<file path="src/rtl/noc_flit_sink.sv">
// Ejection-port packet sink: reassembles packets per virtual channel, checks
// framing and destination, and reports completed packets plus error counters.
module noc_flit_sink #(
  parameter  int NUM_OF_NODES            = 8,
  parameter  int FLIT_DATA_WIDTH         = 16,
  parameter  int NUM_OF_VIRTUAL_CHANNELS = 2,
  parameter  int NODE_ID                 = 0,
  parameter  int MAX_PKT_LEN             = 16,
  localparam int DEST_NODE_WIDTH         = $clog2(NUM_OF_NODES),
  localparam int VC_W                    = (NUM_OF_VIRTUAL_CHANNELS > 1) ?
                                           $clog2(NUM_OF_VIRTUAL_CHANNELS) : 1,
  localparam int LEN_W                   = $clog2(MAX_PKT_LEN + 1),
  localparam int FLIT_TOTAL_WIDTH        = 2 + VC_W + FLIT_DATA_WIDTH
) (
  input  logic                        clk,
  input  logic                        reset,
  input  logic [FLIT_TOTAL_WIDTH-1:0] flit_in,
  input  logic                        flit_valid,
  output logic                        flit_ready,
  input  logic                        sink_stall,
  output logic                        pkt_done,
  output logic [DEST_NODE_WIDTH-1:0]  pkt_src,
  output logic [VC_W-1:0]             pkt_vc,
  output logic [LEN_W-1:0]            pkt_len,
  output logic                        pkt_misroute,
  output logic [FLIT_DATA_WIDTH-1:0]  data_output,
  output logic [15:0]                 pkt_count,
  output logic [15:0]                 err_count,
  output logic [3:0]                  err_sticky
);

  localparam int NVC = NUM_OF_VIRTUAL_CHANNELS;
  localparam int DW  = DEST_NODE_WIDTH;

  localparam logic [1:0] TYPE_TAIL   = 2'b00;
  localparam logic [1:0] TYPE_HEAD   = 2'b01;
  localparam logic [1:0] TYPE_BODY   = 2'b10;
  localparam logic [1:0] TYPE_HEADER = 2'b11;

  typedef enum logic {
    VC_IDLE   = 1'b0,
    VC_IN_PKT = 1'b1
  } vc_state_e;

  vc_state_e         state_q [NVC];
  vc_state_e         state_d [NVC];
  logic [LEN_W-1:0]  len_q   [NVC];
  logic [LEN_W-1:0]  len_d   [NVC];
  logic [DW-1:0]     src_q   [NVC];
  logic [DW-1:0]     src_d   [NVC];
  logic              mis_q   [NVC];
  logic              mis_d   [NVC];

  logic                       pkt_done_q, pkt_done_d;
  logic [DW-1:0]              pkt_src_q, pkt_src_d;
  logic [VC_W-1:0]            pkt_vc_q, pkt_vc_d;
  logic [LEN_W-1:0]           pkt_len_q, pkt_len_d;
  logic                       pkt_mis_q, pkt_mis_d;
  logic [FLIT_DATA_WIDTH-1:0] data_q, data_d;
  logic [15:0]                pkt_count_q, pkt_count_d;
  logic [15:0]                err_count_q, err_count_d;
  logic [3:0]                 err_sticky_q, err_sticky_d;

  logic [1:0]                 flit_type;
  logic [VC_W-1:0]            flit_vc;
  logic [FLIT_DATA_WIDTH-1:0] flit_data;
  logic [DW-1:0]              hdr_dest, hdr_src;
  logic                       hdr_misroute;
  logic                       accept;

  logic              vc_ok, cur_in_pkt, cur_mis, emit, wr;
  logic [LEN_W-1:0]  cur_len, len_inc, wr_len;
  logic [DW-1:0]     cur_src, wr_src;
  vc_state_e         wr_state;
  logic              wr_mis;
  logic [1:0]        err_inc;
  logic [16:0]       err_sum;

  assign flit_type    = flit_in[FLIT_TOTAL_WIDTH-1 -: 2];
  assign flit_vc      = flit_in[FLIT_DATA_WIDTH +: VC_W];
  assign flit_data    = flit_in[FLIT_DATA_WIDTH-1:0];
  assign hdr_dest     = flit_data[FLIT_DATA_WIDTH-1 -: DW];
  assign hdr_src      = flit_data[FLIT_DATA_WIDTH-1-DW -: DW];
  assign hdr_misroute = (hdr_dest != DW'(NODE_ID));

  always_ff @(posedge clk) begin
    if (reset) begin
      for (int i = 0; i < NVC; i++) begin
        state_q[i] <= VC_IDLE;
        len_q[i]   <= '0;
        src_q[i]   <= '0;
        mis_q[i]   <= 1'b0;
      end
      pkt_done_q   <= 1'b0;
      pkt_src_q    <= '0;
      pkt_vc_q     <= '0;
      pkt_len_q    <= '0;
      pkt_mis_q    <= 1'b0;
      data_q       <= '0;
      pkt_count_q  <= '0;
      err_count_q  <= '0;
      err_sticky_q <= '0;
    end else begin
      for (int i = 0; i < NVC; i++) begin
        state_q[i] <= state_d[i];
        len_q[i]   <= len_d[i];
        src_q[i]   <= src_d[i];
        mis_q[i]   <= mis_d[i];
      end
      pkt_done_q   <= pkt_done_d;
      pkt_src_q    <= pkt_src_d;
      pkt_vc_q     <= pkt_vc_d;
      pkt_len_q    <= pkt_len_d;
      pkt_mis_q    <= pkt_mis_d;
      data_q       <= data_d;
      pkt_count_q  <= pkt_count_d;
      err_count_q  <= err_count_d;
      err_sticky_q <= err_sticky_d;
    end
  end

  always_comb begin
    state_d      = state_q;
    len_d        = len_q;
    src_d        = src_q;
    mis_d        = mis_q;
    pkt_done_d   = 1'b0;
    pkt_src_d    = pkt_src_q;
    pkt_vc_d     = pkt_vc_q;
    pkt_len_d    = pkt_len_q;
    pkt_mis_d    = pkt_mis_q;
    data_d       = data_q;
    pkt_count_d  = pkt_count_q;
    err_sticky_d = err_sticky_q;
    err_inc      = 2'd0;
    emit         = 1'b0;
    vc_ok        = 1'b0;
    cur_in_pkt   = 1'b0;
    cur_len      = '0;
    cur_src      = '0;
    cur_mis      = 1'b0;

    // VC ids beyond the configured channel count simply never match here.
    for (int i = 0; i < NVC; i++) begin
      if (flit_vc == VC_W'(i)) begin
        vc_ok      = 1'b1;
        cur_in_pkt = (state_q[i] == VC_IN_PKT);
        cur_len    = len_q[i];
        cur_src    = src_q[i];
        cur_mis    = mis_q[i];
      end
    end

    len_inc  = (cur_len >= LEN_W'(MAX_PKT_LEN)) ? cur_len : cur_len + LEN_W'(1);
    wr       = 1'b0;
    wr_state = VC_IDLE;
    wr_len   = cur_len;
    wr_src   = cur_src;
    wr_mis   = cur_mis;

    if (accept) begin
      if (!vc_ok) begin
        err_inc         = err_inc + 2'd1;
        err_sticky_d[3] = 1'b1;
      end else begin
        case (flit_type)
          TYPE_HEADER: begin
            if (cur_in_pkt) begin
              err_inc         = err_inc + 2'd1;
              err_sticky_d[1] = 1'b1;
            end
            wr        = 1'b1;
            wr_state  = VC_IDLE;
            emit      = 1'b1;
            pkt_src_d = hdr_src;
            pkt_len_d = LEN_W'(1);
            pkt_mis_d = hdr_misroute;
          end
          TYPE_HEAD: begin
            if (cur_in_pkt) begin
              err_inc         = err_inc + 2'd1;
              err_sticky_d[1] = 1'b1;
            end
            wr       = 1'b1;
            wr_state = VC_IN_PKT;
            wr_len   = LEN_W'(1);
            wr_src   = hdr_src;
            wr_mis   = hdr_misroute;
          end
          TYPE_BODY: begin
            data_d = flit_data;
            if (cur_in_pkt) begin
              wr       = 1'b1;
              wr_state = VC_IN_PKT;
              wr_len   = len_inc;
            end else begin
              err_inc         = err_inc + 2'd1;
              err_sticky_d[2] = 1'b1;
            end
          end
          default: begin
            if (cur_in_pkt) begin
              data_d    = flit_data;
              wr        = 1'b1;
              wr_state  = VC_IDLE;
              emit      = 1'b1;
              pkt_src_d = cur_src;
              pkt_len_d = len_inc;
              pkt_mis_d = cur_mis;
            end else begin
              err_inc         = err_inc + 2'd1;
              err_sticky_d[2] = 1'b1;
            end
          end
        endcase
      end
    end

    // Misroute is charged once, when the packet is reported.
    if (emit) begin
      pkt_done_d  = 1'b1;
      pkt_vc_d    = flit_vc;
      pkt_count_d = pkt_count_q + 16'd1;
      if (pkt_mis_d) begin
        err_inc         = err_inc + 2'd1;
        err_sticky_d[0] = 1'b1;
      end
    end

    for (int i = 0; i < NVC; i++) begin
      if (wr && (flit_vc == VC_W'(i))) begin
        state_d[i] = wr_state;
        len_d[i]   = wr_len;
        src_d[i]   = wr_src;
        mis_d[i]   = wr_mis;
      end
    end

    err_sum     = {1'b0, err_count_q} + 17'(err_inc);
    err_count_d = err_sum[16] ? 16'hFFFF : err_sum[15:0];
  end

  always_comb begin
    flit_ready = ~reset & ~sink_stall;
    accept     = flit_valid & flit_ready;
  end

  assign pkt_done     = pkt_done_q;
  assign pkt_src      = pkt_src_q;
  assign pkt_vc       = pkt_vc_q;
  assign pkt_len      = pkt_len_q;
  assign pkt_misroute = pkt_mis_q;
  assign data_output  = data_q;
  assign pkt_count    = pkt_count_q;
  assign err_count    = err_count_q;
  assign err_sticky   = err_sticky_q;

endmodule
</file>
<file path="config.mk">
export PLATFORM = sky130hd
export DESIGN_NAME = noc_flit_sink
export DESIGN_NICKNAME = d
export VERILOG_FILES = /design/src/rtl/noc_flit_sink.sv
export SDC_FILE = /design/constraint.sdc
export NUM_CORES = 1
export LEC_CHECK = 0
export ABC_CLOCK_PERIOD_IN_PS = 3500
export BUFFER_PORTS_ARGS = -buffer_cell sky130_fd_sc_hd__buf_2
export CAP_MARGIN = 20
export CORE_MARGIN = 1
export CORE_UTILIZATION = 49
export DETAILED_ROUTE_END_ITERATION = 16
export PLACE_DENSITY = 0.88
export SETUP_SLACK_MARGIN = 0.02
export SYNTH_ARGS = -nofsm -noshare
export SYNTH_HDL_FRONTEND = slang
export SYNTH_SLANG_ARGS = --single-unit
</file>
<file path="constraint.sdc">
create_clock -name clk -period 3.5 [get_ports clk]
set_input_delay 0.35 -clock clk [delete_from_list [all_inputs] [get_ports clk]]
set_output_delay 0.35 -clock clk [all_outputs]
set_load 0.03 [all_outputs]
</file>
==> results of run 1 <==
cell type report:
type | instances | area, um^2
multi-input cells | 318 | 2070
fillers | 617 | 2790
flip-flops and latches | 82 | 1640
repair buffers | 100 | 538
inverters | 13 | 48.8
clock buffers | 11 | 141
clock inverters | 4 | 51.3
well taps | 99 | 124
per-stage QoR:
step                      instance area (um^2)  setup WS (ns)  power, mW  cells
after detailed placement                  4430          0.158       1.07    612
final                                     4620          0.403       1.74    627
after CTS                                 4620          0.399       1.75    627
after global routing                      4620         0.0930       1.79    627
after global placement                    4430          0.248       1.07    612
after floorplan                           3850          0.193       1.03    433
power by group:
group / switching [mW] / internal [mW] / leakage (nW) / total, mW
combinational: 0.0709 / 0.0414 / 1.35 / 0.112
sequential: 0.00341 / 0.937 / 0.661 / 0.940
clock: 0.336 / 0.347 / 0.0958 / 0.683
final timing paths:
| check | slack, ns | cells past startpoint | startpoint | to |
|---|---|---|---|---|
| max | 0.40 | 14 | state_q[0] | err_count[15] |
| min | 0.23 | 3 | flit_in[9] | data_output[9] |
| max reg2reg | 0.40 | 14 | state_q[0] | err_count[15] |
| min reg2reg | 0.46 | 2 | mis_q[1] | mis_q[1] |
metal layers:
metal	up-vias	track usage (%)	share of wire, %
li1	1685	-	-
met1	1646	27.6	44
met2	107	37.2	49
met3	12	5.05	5.6
met4	0	6.99	1.5
met5	-	0	0
state kept, by name, indices dropped and copies added, names as in the netlist:
signal	flops
pkt_src	3
mis_q	2
pkt_misroute	1
pkt_done	1
err_sticky	3
pkt_count	16
pkt_len	5
state_q	2
pkt_vc	1
src_q	6
err_count	16
len_q	10
data_output	16
worst min-delay path, stage by stage:
cell and delay [ns]:
buf_2 0.08, mux2i_1 0.05, nor2_1 0.07
cell usage in the layout (no fill, tap or decap), drive strengths merged, types with 4 or more instances in the layout:
cell and count:
nand4 10, and4 4, a211oi 6, nor2 76, mux2i 30, ha 11
inv 14, o21ai 7, buf 100, and3 6, a21oi 39, nand2 27
mux2 9, nor2b 4, xnor2 7, o22ai 4, nor3 10, xor2 22
nand3b 8, dfxtp 82, nand3 12, clkbuf 11
kinds of logic (layout without fill, tap and decap cells):
group / count (synthesis) / count (layout)
AO/OA/AOI/OAI: 68 / 68
XOR/XNOR: 29 / 29
adder cells (fa/ha/maj): 12 / 12
buffers and inverters: 33 / 128
flip-flops: 82 / 82
multiplexers: 39 / 39
other: 1 / 1
AND/OR/NAND/NOR: 169 / 169
==> results by group, run 1 <==
Synth
  • Fraction of synthesized area in multiplexers: 10.4%
  • Cell variety after synth: 48
  • Post-synthesis xor/xnor area fraction: 6.59%
  • Synth Flop Type: dfxtp_1
  • Sequential share of the synthesized area: 42.6%
  • Compound-cell area share of the yosys netlist: 10.8%
  • Area share of fa/ha/maj cells after synthesis: 4.09%
  • Register bit count reported by yosys: 82
  • Top-count cell post-synth: dfxtp_1
  • Post-synthesis net count: 468
  • Yosys top cell area share: 42.6%
  • Yosys top cell by area: dfxtp_1
  • Largest family of logic cells by synthesized area: simple AND/OR/NAND/NOR gates
  • Avg Inst Size Synth: 8.90 um^2
  • Synthesized netlist cell count: 433
  • Yosys Warn Count: 0
  • Synthesized cell area: 3850 um^2
  • FFs w/ async S/R, synth: 0%
  • Synth top area cells: dfxtp_1, mux2i_1, nor2_1
  • Post-synth EDFFs: 0
  • Simple logic cell fraction of the synthesized area: 21.9%
  • Most instantiated cells after synthesis: dfxtp_1, nor2_1, a21oi_1

Detailed routing
  • Final wirelength: 8.85 mm
  • Initial DRC count: 179
  • WL/cell: 14.1 um
  • Vias: 3450
  • TritonRoute pass-1 iters: 5
  • Via density: 5.50
  • DRC Markers: 0
  • DRT antenna net count: 0

Setup path
  • Crit path max fanout: 8
  • Setup CP Type: reg -> reg
  • Worst endpoint required time: 3.73 ns
  • Crit start category: register
  • Critical Path End Type: register
  • Delay-heaviest family, CP: compound AO/OA/AOI/OAI gates
  • Critical Path Max Stage Delay: 0.41 ns
  • Slowest-stage cell, CP: fa_1
  • Crit-path cells: mux2_2, inv_2, nand2_1, a21boi_0, a21o_1, ha_1, mux2_2, ha_1, inv_1, fa_1, nor2_1, and3_1, nor3_1, a2111oi_0
  • WP buf/inv: 2
  • CP arrival: 3.33 ns

Global route
  • Global-route wire length before repair: 14.8 mm
  • Vias in the first global route: 3263
  • Total grt overflow: 0
  • Initial antenna violation count: 0
  • Largest net degree at the start of global routing: 86
  • GRT Total Usage: 22.0%

Final layout
  • Antenna diodes: 0
  • Area grow syn2layout: 19.9%
  • Share of cells above drive strength 1: 24.6%
  • Fin util: 62.3%
  • Layout net count: 559

Clock network
  • Worst-path clk slew: 0.08 ns
  • Clock root cell: clkbuf_8
  • CTS tree: yes
  • Worst-Skew Late Latency: 0.35 ns
  • # resized after CTS: 0
  • Postcts setup bufs: 0
  • TritonCTS buffer count: 9
  • Longest Clk Path Bufs: 2
  • Htree depth: 3
  • Sink Count: 82
  • Hold buffers post-CTS: 0

Run status
  • Run status: finished, final reports clean

Flow run
  • Max-Cap Viols: 0

Hold path
  • Min-delay worst type: in -> reg

Floorplanning
  • Row Count: 31
  • Die ar.: 8220 um^2
  • Die height: 90.7 um
  • Core area: 7410 um^2
  • Starting density of the core: 52.0%
  • Boundary Pins: 87
  • Die Span X: 90.7 um

Place
  • Hpwl dp: 6.34 mm
  • IO buf count: 85
  • Routability Congestion: 0.871

Timing
  • Final Hold Vio Count: 0
  • Slew @ Worst Pin: 0.826 ns
  • Clock Skews: 0.00731 ns
  • RSZ-0062 raised after global routing: no
  • Setup TNS: 0 ns
  • Max Freq: 0.323 GHz
  • Max-slew violations: 0
  • Hold Slack: 0.229 ns
  • Final worst-path cycle share: 88.5%
  • Final setup fails: 0
  • Worst rel slew slack: 45.0%
  • Period minus WS final: 3.10 ns

Pwr
  • Leakage: 2.11 nW
  • Power Dens Cells: 376 nW/um^2
  • VDD IR max: 0.216 mV
(Power assumes the default switching activity.)
==> run 2, diff against run 1 <==
Settings changed: PLACE_DENSITY 0.88 to 0.81.
==> run 2 against run 1 <==
Effect of this change: sequential share of layout area barely moved; sequential power barely moved; setup slack lost 0.014 ns; hold slack better by 0.0036 ns; non-clock buffer count decreased by 3; largest cell class unchanged; die area unchanged.
==> results by group, run 2 (same netlist as run 1, synthesis figures left out) <==
Pwr
  • Leakage: 2.10 nW
  • Logic pwr share: 6.4%
  • Sequential share of power: 53.1%
  • Clock power share: 40.5%
  • Total Power: 1.77 mW
  • VDD IR max: 0.191 mV
  • Switching Fraction: 24.6%
  • Switching Power: 0.436 mW
  • Pint: 1.33 mW
  • Power Dens Cells: 384 nW/um^2

Final layout
  • Share of cells above drive strength 1: 24.5%
  • Antenna diodes: 0
  • Layout net count: 556
  • Area grow syn2layout: 19.8%
  • # fillers: 638
  • Most frequent cells in the layout: buf_2, dfxtp_1, nor2_1
  • Fin cells: 625
  • Commonest non-fill, non-tap cell in the layout: buf_2

Timing
  • Period minus WS final: 3.11 ns
  • RSZ-0062 raised after global routing: no
  • Max-slew violations: 0
  • Final Hold Vio Count: 0
  • Slew @ Worst Pin: 0.826 ns
  • Final setup fails: 0
  • Max Freq: 0.322 GHz
  • Worst rel slew slack: 44.5%
  • Clock Skews: 0.0102 ns
  • Setup TNS: 0 ns
  • Final worst-path cycle share: 88.9%

Global route
  • Initial antenna violation count: 0
  • Largest net degree at the start of global routing: 86
  • Global-route wire length before repair: 14.8 mm
  • Vias in the first global route: 3235
  • Total grt overflow: 0
  • GRT Total Usage: 22.1%

Setup path
  • Critical Path End Type: register
  • Crit start category: register
  • Setup CP Type: reg -> reg
  • Worst endpoint required time: 3.72 ns
  • Crit path max fanout: 8
  • CP arrival: 3.34 ns

Floorplanning
  • Core area: 7410 um^2
  • Row Count: 31
  • Die Span X: 90.7 um
  • Boundary Pins: 87
  • Die height: 90.7 um
  • Starting density of the core: 52.0%
  • Die ar.: 8220 um^2

Detailed routing
  • Vias: 3403
  • Via density: 5.44
  • Final wirelength: 8.97 mm
  • WL/cell: 14.3 um
  • DRC Markers: 0
  • DRT antenna net count: 0
  • TritonRoute pass-1 iters: 4
  • Initial DRC count: 215

Place
  • DP Cell Count: 609
  • Routability Congestion: 0.922
  • IO buf count: 85
  • Hpwl dp: 6.26 mm

Clock network
  • TritonCTS buffer count: 9
  • # resized after CTS: 0
  • Worst-Skew Late Latency: 0.35 ns
  • Postcts setup bufs: 0
  • Sink Count: 82
  • Worst-path clk slew: 0.09 ns
  • CTS tree: yes
  • Hold buffers post-CTS: 0
  • Htree depth: 3
  • Clock root cell: clkbuf_8
  • Longest Clk Path Bufs: 2

Run status
  • Run status: finished, final reports clean

Hold path
  • Min-delay worst type: in -> reg

Flow run
  • Max-Cap Viols: 0
[run 2: area by class of cell]
cell class | instances | area, um^2 | share of cell area, %
Sequential cell | 82 | 1640 | 35.6
Multi-Input combinational cell | 318 | 2070 | 44.9
Timing Repair Buffer | 97 | 515 | 11.2
Inverter | 13 | 48.8 | 1.06
Clock inverter | 6 | 73.8 | 1.60
Clock buffer | 10 | 138 | 2.98
Tap cell | 99 | 124 | 2.68
[run 2: per-layer routing]
layer  wire (um)  up-vias  global-route usage, %
met4         133        0                   7.26
li1            -     1679                      -
met5           0        -                      0
met3         448       13                   4.55
met1        3790     1619                   27.1
met2        4600       92                   38.5
[run 2: worst paths after layout]
check	from	to	slack (ns)	depth (start not counted)
worst min register to register	err_sticky[0]	err_sticky[0]	0.46	2
worst max-delay path	state_q[1]	err_count[15]	0.39	14
worst max register to register	state_q[1]	err_count[15]	0.39	14
worst min-delay path	flit_in[0]	data_output[0]	0.23	3
[run 2: per-stage QoR]
stage | setup WS, ns | utilization, % | hold slack (ns) | area, um^2
6_report | 0.390 | 62.3 | 0.233 | 4610
5_1_grt | 0.105 | 62.3 | 0.229 | 4610
4_1_cts | 0.382 | 62.3 | 0.227 | 4610
3_5_place_dp | 0.119 | 59.4 | 0.452 | 4400
3_3_place_gp | 0.268 | 59.4 | 0.441 | 4400
2_1_floorplan | 0.193 | - | 0.432 | 3850
[run 2: critical path, cell delays in order, from the launching register on]
cell	delay, ns
dfxtp_1	0.33
mux2_2	0.28
inv_2	0.15
nand2_1	0.12
a21boi_0	0.23
a21o_1	0.13
ha_1	0.12
mux2_2	0.14
ha_1	0.16
inv_1	0.06
fa_1	0.41
nor2_1	0.15
and3_1	0.25
nor3_1	0.08
a2111oi_0	0.35
[run 2: power groups by stage]
stage	registers, mW	logic [mW]	clock network, mW
3_5_place_dp	0.963	0.111	0
4_1_cts	0.941	0.111	0.732
5_1_grt	0.941	0.121	0.774
3_3_place_gp	0.962	0.107	0
2_1_floorplan	0.970	0.0644	0
6_report	0.941	0.112	0.717
==> run 3, diff against run 2 <==
Settings changed: RECOVER_POWER from default to 25.
==> run 3 against run 2 <==
Effect of this change: setup slack got worse by 0.0089 ns; clock power about the same; sequential cell count is the same; non-clock buffer count did not move; via count up 0.65%; sequential share of layout area increased by 0.37 points; final area decreased by 1.0%; critical endpoint unchanged; largest power group unchanged.
==> results by group, run 3 (same netlist as run 1, synthesis figures left out) <==
Run status
  • Run status: finished, final reports clean

Pwr
  • Pint: 1.33 mW
  • Switching Power: 0.439 mW
  • VDD IR max: 0.191 mV
  • Power Dens Cells: 388 nW/um^2
  • Logic pwr share: 6.3%
  • Sequential share of power: 53.1%
  • Clock power share: 40.6%
  • Switching Fraction: 24.8%
  • Leakage: 1.94 nW

Clock network
  • Htree depth: 3
  • Sink Count: 82
  • Worst-Skew Late Latency: 0.35 ns
  • # resized after CTS: 0
  • Clock root cell: clkbuf_8
  • Longest Clk Path Bufs: 2
  • CTS tree: yes
  • Hold buffers post-CTS: 0
  • Worst-path clk slew: 0.09 ns
  • TritonCTS buffer count: 9
  • Postcts setup bufs: 0

Hold path
  • Min-delay worst type: in -> reg

Timing
  • Worst rel slew slack: 41.5%
  • Clock Skews: 0.00995 ns
  • Final worst-path cycle share: 89.1%
  • RSZ-0062 raised after global routing: no
  • Final setup margin: 0.381 ns
  • Final setup fails: 0
  • Setup TNS: 0 ns
  • Period minus WS final: 3.12 ns
  • Slew @ Worst Pin: 0.870 ns
  • Final Hold Vio Count: 0
  • Max-slew violations: 0
  • Max Freq: 0.321 GHz

Place
  • Hpwl dp: 6.26 mm
  • IO buf count: 85
  • Routability Congestion: 0.922
  • Pre-CTS setup slack: 0.119 ns

Global route
  • Vias in the first global route: 3235
  • Largest net degree at the start of global routing: 86
  • Total grt overflow: 0
  • Global-route wire length before repair: 14.8 mm
  • GRT Total Usage: 22.1%
  • Initial antenna violation count: 0

Flow run
  • Max-Cap Viols: 0

Final layout
  • Layout net count: 556
  • Area grow syn2layout: 18.5%
  • Share of cells above drive strength 1: 17.7%
  • Most frequent cells in the layout: dfxtp_1, nor2_1, buf_2
  • Fin util: 61.6%
  • Commonest non-fill, non-tap cell in the layout: dfxtp_1
  • Antenna diodes: 0

Detailed routing
  • DRC Markers: 0
  • Vias: 3425
  • TritonRoute pass-1 iters: 5
  • Final wirelength: 9.01 mm
  • DRT antenna net count: 0
  • Via density: 5.48
  • Initial DRC count: 195
  • WL/cell: 14.4 um

Setup path
  • Setup CP Type: reg -> reg
  • CP arrival: 3.34 ns
  • Delay-heaviest family, CP: compound AO/OA/AOI/OAI gates
  • Worst endpoint required time: 3.72 ns
  • Crit path max fanout: 8
  • Slowest-stage cell, CP: fa_1
  • Critical Path Max Stage Delay: 0.41 ns
  • Crit-path cells: mux2_2, inv_2, nand2_1, a21boi_0, a21o_1, ha_1, mux2_2, ha_1, inv_1, fa_1, nor2_1, and3_1, nor3_1, a2111oi_0
  • WP buf/inv: 2
  • Critical Path End Type: register
  • Crit start category: register

Floorplanning
  • Die Span X: 90.7 um
  • Die ar.: 8220 um^2
  • Starting density of the core: 52.0%
  • Boundary Pins: 87
  • Die height: 90.7 um
  • Row Count: 31
  • Core area: 7410 um^2
-- run 3: final timing paths --
check	startpoint	endpoint	slack [ns]	cells past startpoint
worst max-delay path	state_q[1]	err_count[15]	0.38	14
worst min-delay path	flit_in[0]	data_output[0]	0.23	3
worst max register to register	state_q[1]	err_count[15]	0.38	14
worst min register to register	err_sticky[0]	err_sticky[0]	0.46	2
-- run 3: power groups by stage --
stage	sequential (mW)	clock [mW]	combinational [mW]
floorplan	0.970	0	0.0644
global placement	0.962	0	0.107
detailed placement	0.963	0	0.111
CTS	0.941	0.732	0.111
global route	0.942	0.774	0.120
finish	0.941	0.720	0.111
-- run 3: layer usage --
metal	vias up	GRT usage [%]	routed length (um)
met4	0	7.26	154
met2	98	38.5	4560
met5	-	0	0
li1	1684	-	-
met3	17	4.55	412
met1	1626	27.1	3880
-- run 3: cell type report --
class                      count  area (um^2)
clock buffer                  10          138
clock inverter                 6         73.8
fill                         659         2840
inverter                      13         48.8
multi-input combinational    318         2070
sequential                    82         1640
tap                           99          124
timing repair buffer          97          468
-- run 3: per-stage QoR --
stage	instance area (um^2)	hold WS, ns	total power [mW]	std cells
after floorplan	3850	0.432	1.03	433
after global placement	4400	0.441	1.07	609
after detailed placement	4400	0.452	1.07	609
after CTS	4610	0.227	1.78	625
after global routing	4570	0.229	1.84	625
final	4570	0.232	1.77	625
-- run 3: tightest hold or removal path, cell delays in order --
cell     delay [ns]
buf_2          0.08
mux2i_1        0.05
nor2_1         0.07
